**config.mk**
```make
export PLATFORM = sky130hd
export DESIGN_NAME = spi_flash_sched
export DESIGN_NICKNAME = d
export VERILOG_FILES = /design/src/rtl/spi_flash_sched.sv
export SDC_FILE = /design/constraint.sdc
export NUM_CORES = 1
export LEC_CHECK = 0
export BUFFER_PORTS_ARGS = -buffer_cell sky130_fd_sc_hd__buf_2
export CAP_MARGIN = 0
export CORE_MARGIN = 4
export CORE_UTILIZATION = 25
export DETAILED_ROUTE_END_ITERATION = 16
export PLACE_DENSITY_LB_ADDON = 0.2
export SLEW_MARGIN = 0
export SYNTH_ARGS = -nofsm -noshare
export SYNTH_HDL_FRONTEND = slang
export SYNTH_SLANG_ARGS = --single-unit
export TNS_END_PERCENT = 30
```
**constraint.sdc**
```tcl
create_clock -name clk -period 3 [get_ports clk]
set_input_delay 0.3 -clock clk [delete_from_list [all_inputs] [get_ports clk]]
set_output_delay 0.3 -clock clk [all_outputs]
set_load 0.005 [all_outputs]
```
**src/rtl/spi_flash_sched.sv**
```systemverilog
// rtl/spi_flash_sched.sv - round-robin SPI flash command scheduler with WREN insertion and WIP polling
//
// Shares the spi_flash core's single 40-bit command port between NUM_REQ
// requesters. Write-class opcodes get a WREN in front of them. After the
// command, RDSR is polled until WIP clears, so each request completes as one
// atomic operation from the requester's point of view.
//
// Optional feature macro: SPI_SCHED_WEL_CHK_EN. When it is defined, WEL is
// read back after every WREN and the WREN is retried, up to 3 attempts in all.
//
// Ports:
//   clk, rst           clock, asynchronous active-high reset
//   req_cmd, req_vld   per-requester {cmd, addr, data} and valid
//   req_rdy            one-hot (or zero) accept, combinational in IDLE
//   done_vld, done_err one-cycle completion pulse to the owner; err = timeout / WEL failure
//   rsp_data/vld/id    read bytes forwarded from the core, tagged with the owner index
//   cmd_out/vld/rdy    command handshake towards the core
//   flash_rdata/vld    bytes returned by the core
//   flash_idle         core idle (cs_n high, no transaction)
module spi_flash_sched #(
  parameter int CMD_WD   = 8,
  parameter int ADDR_WD  = 24,
  parameter int DATA_WD  = 8,
  parameter int TOL_WD   = 40,
  parameter int NUM_REQ  = 2,
  parameter int POLL_GAP = 64,
  parameter int POLL_MAX = 65535
) (
  input  logic                      clk,
  input  logic                      rst,
  input  logic [NUM_REQ*TOL_WD-1:0] req_cmd,
  input  logic [NUM_REQ-1:0]        req_vld,
  output logic [NUM_REQ-1:0]        req_rdy,
  output logic [NUM_REQ-1:0]        done_vld,
  output logic                      done_err,
  output logic [DATA_WD-1:0]        rsp_data,
  output logic                      rsp_vld,
  output logic [1:0]                rsp_id,
  output logic [TOL_WD-1:0]         cmd_out,
  output logic                      cmd_out_vld,
  input  logic                      cmd_out_rdy,
  input  logic [DATA_WD-1:0]        flash_rdata,
  input  logic                      flash_rdata_vld,
  input  logic                      flash_idle
);

  typedef enum logic [3:0] {
    S_IDLE,
    S_WREN_ISSUE,
    S_WREN_WAIT,
    S_WEL_ISSUE,
    S_WEL_WAIT,
    S_CMD_ISSUE,
    S_CMD_WAIT,
    S_GAP,
    S_POLL_ISSUE,
    S_POLL_WAIT,
    S_DONE
  } state_t;

  localparam int GAP_W = (POLL_GAP > 1) ? $clog2(POLL_GAP) : 1;
  localparam logic [TOL_WD-1:0] WREN_WORD = {CMD_WD'(8'h06), {(ADDR_WD+DATA_WD){1'b0}}};
  localparam logic [TOL_WD-1:0] RDSR_WORD = {CMD_WD'(8'h05), {(ADDR_WD+DATA_WD){1'b0}}};
  localparam logic [15:0]       POLL_LIM  = 16'(POLL_MAX);
  localparam logic [GAP_W-1:0]  GAP_LAST  = GAP_W'(POLL_GAP - 1);

  function automatic logic is_write(input logic [CMD_WD-1:0] op);
    case (op)
      CMD_WD'(8'h02), CMD_WD'(8'h38), CMD_WD'(8'h20), CMD_WD'(8'h52),
      CMD_WD'(8'hD8), CMD_WD'(8'h60), CMD_WD'(8'hC7), CMD_WD'(8'h01): is_write = 1'b1;
      default:                                                        is_write = 1'b0;
    endcase
  endfunction

  state_t              state_q, state_d;
  logic [1:0]          rr_ptr;
  logic [1:0]          grant_q, grant_c;
  logic                found;
  logic [TOL_WD-1:0]   cmd_q, sel_cmd;
  logic                wr_q;
  logic [15:0]         poll_cnt;
  logic [GAP_W-1:0]    gap_cnt;
  logic                err_q;
  logic [DATA_WD-1:0]  sts_q, sts_now;
  logic                sts_got;
  logic                fire;
`ifdef SPI_SCHED_WEL_CHK_EN
  logic [1:0]          wren_try;
`endif

  assign fire = cmd_out_vld & cmd_out_rdy;

  // Only the first status beat of an RDSR counts; it may arrive in the same
  // cycle that flash_idle is seen, so look through to the live byte.
  assign sts_now = (flash_rdata_vld && !sts_got) ? flash_rdata : sts_q;

  // First requesting index at or after the round-robin pointer.
  always_comb begin
    found   = 1'b0;
    grant_c = '0;
    for (int k = 0; k < NUM_REQ; k++) begin
      for (int i = 0; i < NUM_REQ; i++) begin
        if (!found && req_vld[i] && (((int'(rr_ptr) + k) % NUM_REQ) == i)) begin
          found   = 1'b1;
          grant_c = 2'(i);
        end
      end
    end
  end

  always_comb begin
    sel_cmd = '0;
    for (int i = 0; i < NUM_REQ; i++) begin
      if (grant_c == 2'(i)) sel_cmd = req_cmd[i*TOL_WD +: TOL_WD];
    end
  end

  always_comb begin
    state_d     = state_q;
    req_rdy     = '0;
    done_vld    = '0;
    done_err    = 1'b0;
    cmd_out     = '0;
    cmd_out_vld = 1'b0;
    case (state_q)
      S_IDLE: begin
        // Gated with rst so nothing is offered while the block is held in reset.
        if (found && !rst) begin
          for (int i = 0; i < NUM_REQ; i++) begin
            if (grant_c == 2'(i)) req_rdy[i] = 1'b1;
          end
          state_d = is_write(sel_cmd[TOL_WD-1 -: CMD_WD]) ? S_WREN_ISSUE : S_CMD_ISSUE;
        end
      end
      S_WREN_ISSUE: begin
        cmd_out     = WREN_WORD;
        cmd_out_vld = 1'b1;
        if (cmd_out_rdy) state_d = S_WREN_WAIT;
      end
      S_WREN_WAIT: begin
        if (flash_idle) begin
`ifdef SPI_SCHED_WEL_CHK_EN
          state_d = S_WEL_ISSUE;
`else
          state_d = S_CMD_ISSUE;
`endif
        end
      end
`ifdef SPI_SCHED_WEL_CHK_EN
      S_WEL_ISSUE: begin
        cmd_out     = RDSR_WORD;
        cmd_out_vld = 1'b1;
        if (cmd_out_rdy) state_d = S_WEL_WAIT;
      end
      S_WEL_WAIT: begin
        if (flash_idle) begin
          if (sts_now[1])           state_d = S_CMD_ISSUE;
          else if (wren_try == 2'd3) state_d = S_DONE;
          else                      state_d = S_WREN_ISSUE;
        end
      end
`endif
      S_CMD_ISSUE: begin
        cmd_out     = cmd_q;
        cmd_out_vld = 1'b1;
        if (cmd_out_rdy) state_d = S_CMD_WAIT;
      end
      S_CMD_WAIT: begin
        if (flash_idle) state_d = wr_q ? S_GAP : S_DONE;
      end
      S_GAP: begin
        if (gap_cnt == GAP_LAST) state_d = S_POLL_ISSUE;
      end
      S_POLL_ISSUE: begin
        cmd_out     = RDSR_WORD;
        cmd_out_vld = 1'b1;
        if (cmd_out_rdy) state_d = S_POLL_WAIT;
      end
      S_POLL_WAIT: begin
        if (flash_idle) begin
          if (!sts_now[0])             state_d = S_DONE;
          else if (poll_cnt == POLL_LIM) state_d = S_DONE;
          else                         state_d = S_GAP;
        end
      end
      S_DONE: begin
        for (int i = 0; i < NUM_REQ; i++) begin
          if (grant_q == 2'(i)) done_vld[i] = 1'b1;
        end
        done_err = err_q;
        state_d  = S_IDLE;
      end
      default: state_d = S_IDLE;
    endcase
  end

  always_ff @(posedge clk or posedge rst) begin
    if (rst) begin
      state_q  <= S_IDLE;
      rr_ptr   <= '0;
      grant_q  <= '0;
      cmd_q    <= '0;
      wr_q     <= 1'b0;
      poll_cnt <= '0;
      gap_cnt  <= '0;
      err_q    <= 1'b0;
      sts_q    <= '0;
      sts_got  <= 1'b0;
      rsp_vld  <= 1'b0;
      rsp_data <= '0;
      rsp_id   <= '0;
`ifdef SPI_SCHED_WEL_CHK_EN
      wren_try <= '0;
`endif
    end else begin
      state_q <= state_d;

      // Read data of the user command is forwarded one cycle after each beat.
      rsp_vld <= (state_q == S_CMD_WAIT) && flash_rdata_vld;
      if ((state_q == S_CMD_WAIT) && flash_rdata_vld) begin
        rsp_data <= flash_rdata;
        rsp_id   <= grant_q;
      end

      if ((state_q == S_IDLE) && (|req_rdy)) begin
        cmd_q   <= sel_cmd;
        grant_q <= grant_c;
        wr_q    <= is_write(sel_cmd[TOL_WD-1 -: CMD_WD]);
        rr_ptr  <= (int'(grant_c) == NUM_REQ - 1) ? 2'd0 : grant_c + 2'd1;
      end

      if ((state_q == S_GAP) && (state_d == S_GAP)) gap_cnt <= gap_cnt + 1'b1;
      else                                            gap_cnt <= '0;

      if ((state_q == S_POLL_ISSUE) && fire && (poll_cnt != POLL_LIM)) poll_cnt <= poll_cnt + 16'd1;

      if (((state_q == S_POLL_ISSUE) || (state_q == S_WEL_ISSUE)) && fire) begin
        sts_got <= 1'b0;
        sts_q   <= '0;
      end else if (((state_q == S_POLL_WAIT) || (state_q == S_WEL_WAIT)) &&
                   flash_rdata_vld && !sts_got) begin
        sts_got <= 1'b1;
        sts_q   <= flash_rdata;
      end

      if ((state_q == S_POLL_WAIT) && flash_idle && sts_now[0] && (poll_cnt == POLL_LIM))
        err_q <= 1'b1;

`ifdef SPI_SCHED_WEL_CHK_EN
      if ((state_q == S_WREN_ISSUE) && fire) wren_try <= wren_try + 2'd1;
      if ((state_q == S_WEL_WAIT) && flash_idle && !sts_now[1] && (wren_try == 2'd3))
        err_q <= 1'b1;
`endif

      if (state_q == S_DONE) begin
        poll_cnt <= '0;
        err_q    <= 1'b0;
        sts_got  <= 1'b0;
        sts_q    <= '0;
`ifdef SPI_SCHED_WEL_CHK_EN
        wren_try <= '0;
`endif
      end
    end
  end

endmodule
```
==> metrics.txt <==
# TYPE chip_impl_metric gauge
chip_impl_metric{name="p_leak",unit="nW"} 2.90
chip_impl_metric{name="globalRouteTotalUtil",unit=""} 0.137
chip_impl_metric{name="average_footprint_of_a_synthesized_cell",unit="µm²"} 8.34
chip_impl_metric{name="post_synth_xor_area_fraction",unit=""} 0.0231
chip_impl_metric{name="critical_path_maximum_fanout",unit=""} 15
chip_impl_metric{name="synth_compound_gate_area_share",unit=""} 0.143
chip_impl_metric{name="synthSimpleGateAreaFrac",unit=""} 0.318
chip_impl_info{name="rsz_0062_raised_after_global_routing",value="no"} 1
chip_impl_metric{name="r2r_slack",unit="ps"} 770
chip_impl_info{name="timing_worst_setup_path_type",value="reg2out"} 1
chip_impl_metric{name="syn2layout_area_growth",unit="%"} 29.9
chip_impl_metric{name="ant_nets",unit=""} 0
chip_impl_info{name="layout_commonest_cell",value="sky130_fd_sc_hd__buf_2"} 1
chip_impl_metric{name="grt_first_pass_wirelength",unit="µm"} 22700
chip_impl_metric{name="synthesis_stage_register_bit_count",unit=""} 82
chip_impl_metric{name="cp_data_arrival_time",unit="ps"} 2280
chip_impl_metric{name="post_route_cells_drive_above_1_share",unit=""} 0.287
chip_impl_info{name="ys_dominant_reg_cell",value="sky130_fd_sc_hd__dfrtp_1"} 1
chip_impl_metric{name="timing_hold_violations_final",unit=""} 0
chip_impl_metric{name="netSwitchingPower",unit="mW"} 1.56
chip_impl_metric{name="htree_num_levels",unit=""} 3
chip_impl_info{name="timing.critical_path.from_type",value="register"} 1
chip_impl_metric{name="grt_start_max_net_pins",unit=""} 56
chip_impl_metric{name="detail_route.first_pass.iterations",unit=""} 6
chip_impl_metric{name="fp.dieArea",unit="mm²"} 0.0204
chip_impl_metric{name="cts-resized-gates",unit=""} 0
chip_impl_metric{name="clock_path_buffers",unit=""} 2
chip_impl_metric{name="number_of_global_route_vias_before_repair",unit=""} 4462
chip_impl_metric{name="timing_max_transition_violations_final",unit=""} 0
chip_impl_metric{name="max_cap_violations",unit=""} 0
chip_impl_metric{name="adder_and_majority_gate_portion_of_the_synthesized_area",unit=""} 0.00550
chip_impl_metric{name="dr_total_vias",unit=""} 4446
chip_impl_metric{name="globalplace.congestion",unit=""} 0.841
chip_impl_metric{name="yosysUniqueCellTypes",unit=""} 60
chip_impl_metric{name="avgRoutedWirePerCell",unit="µm"} 15.0
chip_impl_metric{name="totalPowerFinal",unit="mW"} 4.48
chip_impl_metric{name="required",unit="ps"} 2700
chip_impl_metric{name="synth_edf_count",unit=""} 0
chip_impl_metric{name="mappedNetlistNets",unit=""} 642
chip_impl_metric{name="synth.area.mux_share",unit=""} 0.0182
chip_impl_info{name="worstReg2RegStart",value="state_q[0]$_DFF_PP0_"} 1
chip_impl_metric{name="finalWirelength",unit="µm"} 13800
chip_impl_metric{name="netlist_instances",unit=""} 545
chip_impl_info{name="crit_path_start",value="state_q[0]$_DFF_PP0_"} 1
chip_impl_metric{name="number_of_diodes",unit=""} 0
chip_impl_metric{name="fp.dieH",unit="µm"} 143
chip_impl_metric{name="cts.clk_slew.worst_paths",unit="ps"} 60
chip_impl_metric{name="clock-skew-final",unit="ps"} 5.08
chip_impl_info{name="hold_path_class",value="in2async"} 1
chip_impl_metric{name="clock_power_share",unit=""} 0.260
chip_impl_info{name="critical_path_end",value="req_rdy[1]"} 1
chip_impl_metric{name="fin_tns_setup",unit="ps"} 0
chip_impl_metric{name="design.final.nets",unit=""} 781
chip_impl_metric{name="clock-sinks",unit=""} 82
chip_impl_metric{name="drc",unit=""} 0
chip_impl_metric{name="starting_density",unit=""} 0.254
chip_impl_metric{name="numCtsBuffers",unit=""} 9
chip_impl_metric{name="place.detailed.instances",unit=""} 902
chip_impl_metric{name="antenna_found_initial",unit=""} 0
chip_impl_metric{name="num_io_pins",unit=""} 152
chip_impl_metric{name="synthesis.yosys.warnings",unit=""} 0
chip_impl_metric{name="core-area",unit="mm²"} 0.0179
chip_impl_metric{name="vdd_drop_max",unit="V"} 0.000272
chip_impl_info{name="critPathCaptureType",value="primary output"} 1
chip_impl_info{name="critical_path.slowest_cell",value="sky130_fd_sc_hd__or4_4"} 1
chip_impl_metric{name="synth-seq-area-share",unit=""} 0.451
chip_impl_metric{name="insertion_delay",unit="ps"} 330
chip_impl_metric{name="dr.first_iter.drc_count",unit=""} 265
chip_impl_metric{name="rr_worst_depth",unit=""} 5
chip_impl_metric{name="pwr-share-comb",unit=""} 0.342
chip_impl_metric{name="p_int",unit="mW"} 2.92
chip_impl_metric{name="ctsHoldBuffers",unit=""} 0
chip_impl_metric{name="rows",unit=""} 49
chip_impl_metric{name="worst_slew_margin_rel",unit=""} 0.439
chip_impl_metric{name="die_w",unit="µm"} 143
chip_impl_metric{name="worst-slew-pin-transition",unit="ps"} 840
chip_impl_info{name="mostFrequentLayoutCells",value="150 x sky130_fd_sc_hd__buf_2, 119 x sky130_fd_sc_hd__nand2_1, 82 x sky130_fd_sc_hd__dfrtp_1"} 1
chip_impl_metric{name="grt-ovfl-total",unit=""} 0
chip_impl_metric{name="finalSetupViolCount",unit=""} 0
chip_impl_metric{name="power_per_cell_area",unit="mW/mm²"} 758
chip_impl_metric{name="critical-path-max-stage-delay",unit="ps"} 570
chip_impl_metric{name="max_clock_freq",unit="MHz"} 387
chip_impl_info{name="synth_top_family_by_area",value="simple AND/OR/NAND/NOR gates"} 1
chip_impl_metric{name="portBuffers",unit=""} 150
chip_impl_metric{name="layout.cells.non_filler",unit=""} 918
chip_impl_info{name="worstPathCellList",value="or4_4, or3_1, nor2_1, buf_2"} 1
chip_impl_metric{name="final_period_minus_worst_setup_slack",unit="ps"} 2580
chip_impl_metric{name="netlist_area_pre_place",unit="mm²"} 0.00455
chip_impl_metric{name="sw_frac_of_total",unit=""} 0.348
chip_impl_info{name="outcome",value="finished clean"} 1
chip_impl_metric{name="fin_crit_sh",unit=""} 0.861
chip_impl_metric{name="detailedPlacementHpwl",unit="µm"} 10100
chip_impl_info{name="worst_flop_to_flop_path_endpoint",value="poll_cnt[15]$_DFFE_PP0P_"} 1
chip_impl_metric{name="post_cts_setup_driven_buffer_insertion_count",unit=""} 0
chip_impl_info{name="tritoncts",value="done"} 1
chip_impl_info{name="clock-root-buffer",value="sky130_fd_sc_hd__clkbuf_16"} 1
chip_impl_metric{name="pwr-share-seq",unit=""} 0.397
chip_impl_metric{name="postSynth.asyncResetShare",unit=""} 1.00
chip_impl_metric{name="routed_via_density",unit=""} 4.84
[power by group through the flow]
stage / combinational (mW) / sequential [mW] / clock (mW)
floorplan: 1.03 / 1.69 / 0
global placement: 1.55 / 1.78 / 0
detailed placement: 1.55 / 1.80 / 0
CTS: 1.56 / 1.79 / 1.21
global route: 1.76 / 1.83 / 1.25
finish: 1.53 / 1.78 / 1.16
[how the worst min path moves through the flow]
stage	slack, ps	cells past startpoint	start	endpoint
CTS	150	3	flash_rdata[5]	rsp_data[5]$_DFFE_PP0P_
floorplan	410	2	flash_rdata[1]	rsp_data[1]$_DFFE_PP0P_
finish	140	2	rst	sts_got$_DFFE_PP0P_
detailed placement	450	1	gap_cnt[0]$_DFF_PP0_	gap_cnt[0]$_DFF_PP0_
global route	160	3	flash_rdata[3]	rsp_data[3]$_DFFE_PP0P_
global placement	440	1	gap_cnt[0]$_DFF_PP0_	gap_cnt[0]$_DFF_PP0_
[registers in the layout, summed over array words and instances (netlist names)]
name / count
poll_cnt: 16
rsp_data: 8
rsp_vld: 1
cmd_q: 40
state_q: 4
rr_ptr: 1
gap_cnt: 6
err_q: 1
rsp_id: 1
grant_q: 1
sts_q: 1
sts_got: 1
wr_q: 1
[Yosys cell counts, drive strengths merged (2+ instances only)]
master / number / area share
o22ai: 3 / 0.0041
a211oi: 5 / 0.0083
nand2b: 3 / 0.0041
nor3b: 3 / 0.0050
a2111oi: 2 / 0.0052
mux2i: 6 / 0.013
inv: 8 / 0.0066
or2: 4 / 0.0055
a21oi: 12 / 0.015
o21a: 5 / 0.0083
o2111ai: 3 / 0.0058
nand3b: 3 / 0.0050
clkbuf: 28 / 0.023
nand4: 6 / 0.0096
nor3: 8 / 0.011
a31oi: 44 / 0.061
nand2: 119 / 0.098
ha: 2 / 0.0055
nand3: 10 / 0.011
o21ai: 8 / 0.0088
dfrtp: 82 / 0.45
a31o: 2 / 0.0039
or4: 3 / 0.0058
nor4: 3 / 0.0041
and2: 2 / 0.0028
nand4b: 2 / 0.0039
and3: 42 / 0.058
xnor2: 10 / 0.019
nor2b: 9 / 0.012
buf: 7 / 0.0096
or4b: 3 / 0.0066
or3: 3 / 0.0041
xor2: 2 / 0.0039
mux2: 2 / 0.0050
nor4b: 4 / 0.0077
nor2: 72 / 0.059
[metal layers]
layer	global-route usage	up-vias	share of wire
li1	-	2199	-
met1	0.191	2062	0.47
met2	0.208	174	0.44
met3	0.0352	11	0.074
met4	0.0465	0	0.013
met5	0	-	0
[critical path, delay by kind of cell, from the launching register on]
family / cells / cell delay, ps
flops: 1 / 530
buf+inv: 1 / 150
simple gates: 3 / 1270
[cell type report]
type                    instances  area [µm²]
fillers                      1934       12000
multi-input cells             419        2330
flip-flops and latches         82        2050
repair buffers                163         886
clock buffers                  15         288
well taps                     229         287
inverters                       9        35.0
clock inverters                 1        30.0
[per-stage QoR]
| step | utilization | setup slack (ps) | cell area (µm²) | hold WS (ps) |
|---|---|---|---|---|
| finish | 0.330 | 417 | 5910 | 141 |
| CTS | 0.330 | 377 | 5910 | 145 |
| detailed placement | 0.312 | 762 | 5590 | 452 |
| floorplan | - | 592 | 4550 | 405 |
| global placement | 0.312 | 791 | 5590 | 445 |
| global route | 0.330 | 284 | 5910 | 164 |
[cell families (layout without fill, tap and decap cells)]
| kind of cell | count (synthesis) | in the layout |
|---|---|---|
| AOI/OAI and AO/OA | 95 | 95 |
| xor gates and xnor gates | 12 | 12 |
| adders and majority gates | 2 | 2 |
| buffers and inverters | 44 | 188 |
| DFF | 82 | 82 |
| muxes | 8 | 8 |
| other | 1 | 1 |
| and+or+nand+nor | 301 | 301 |
Note: power is estimated with default switching activity, not from simulation.
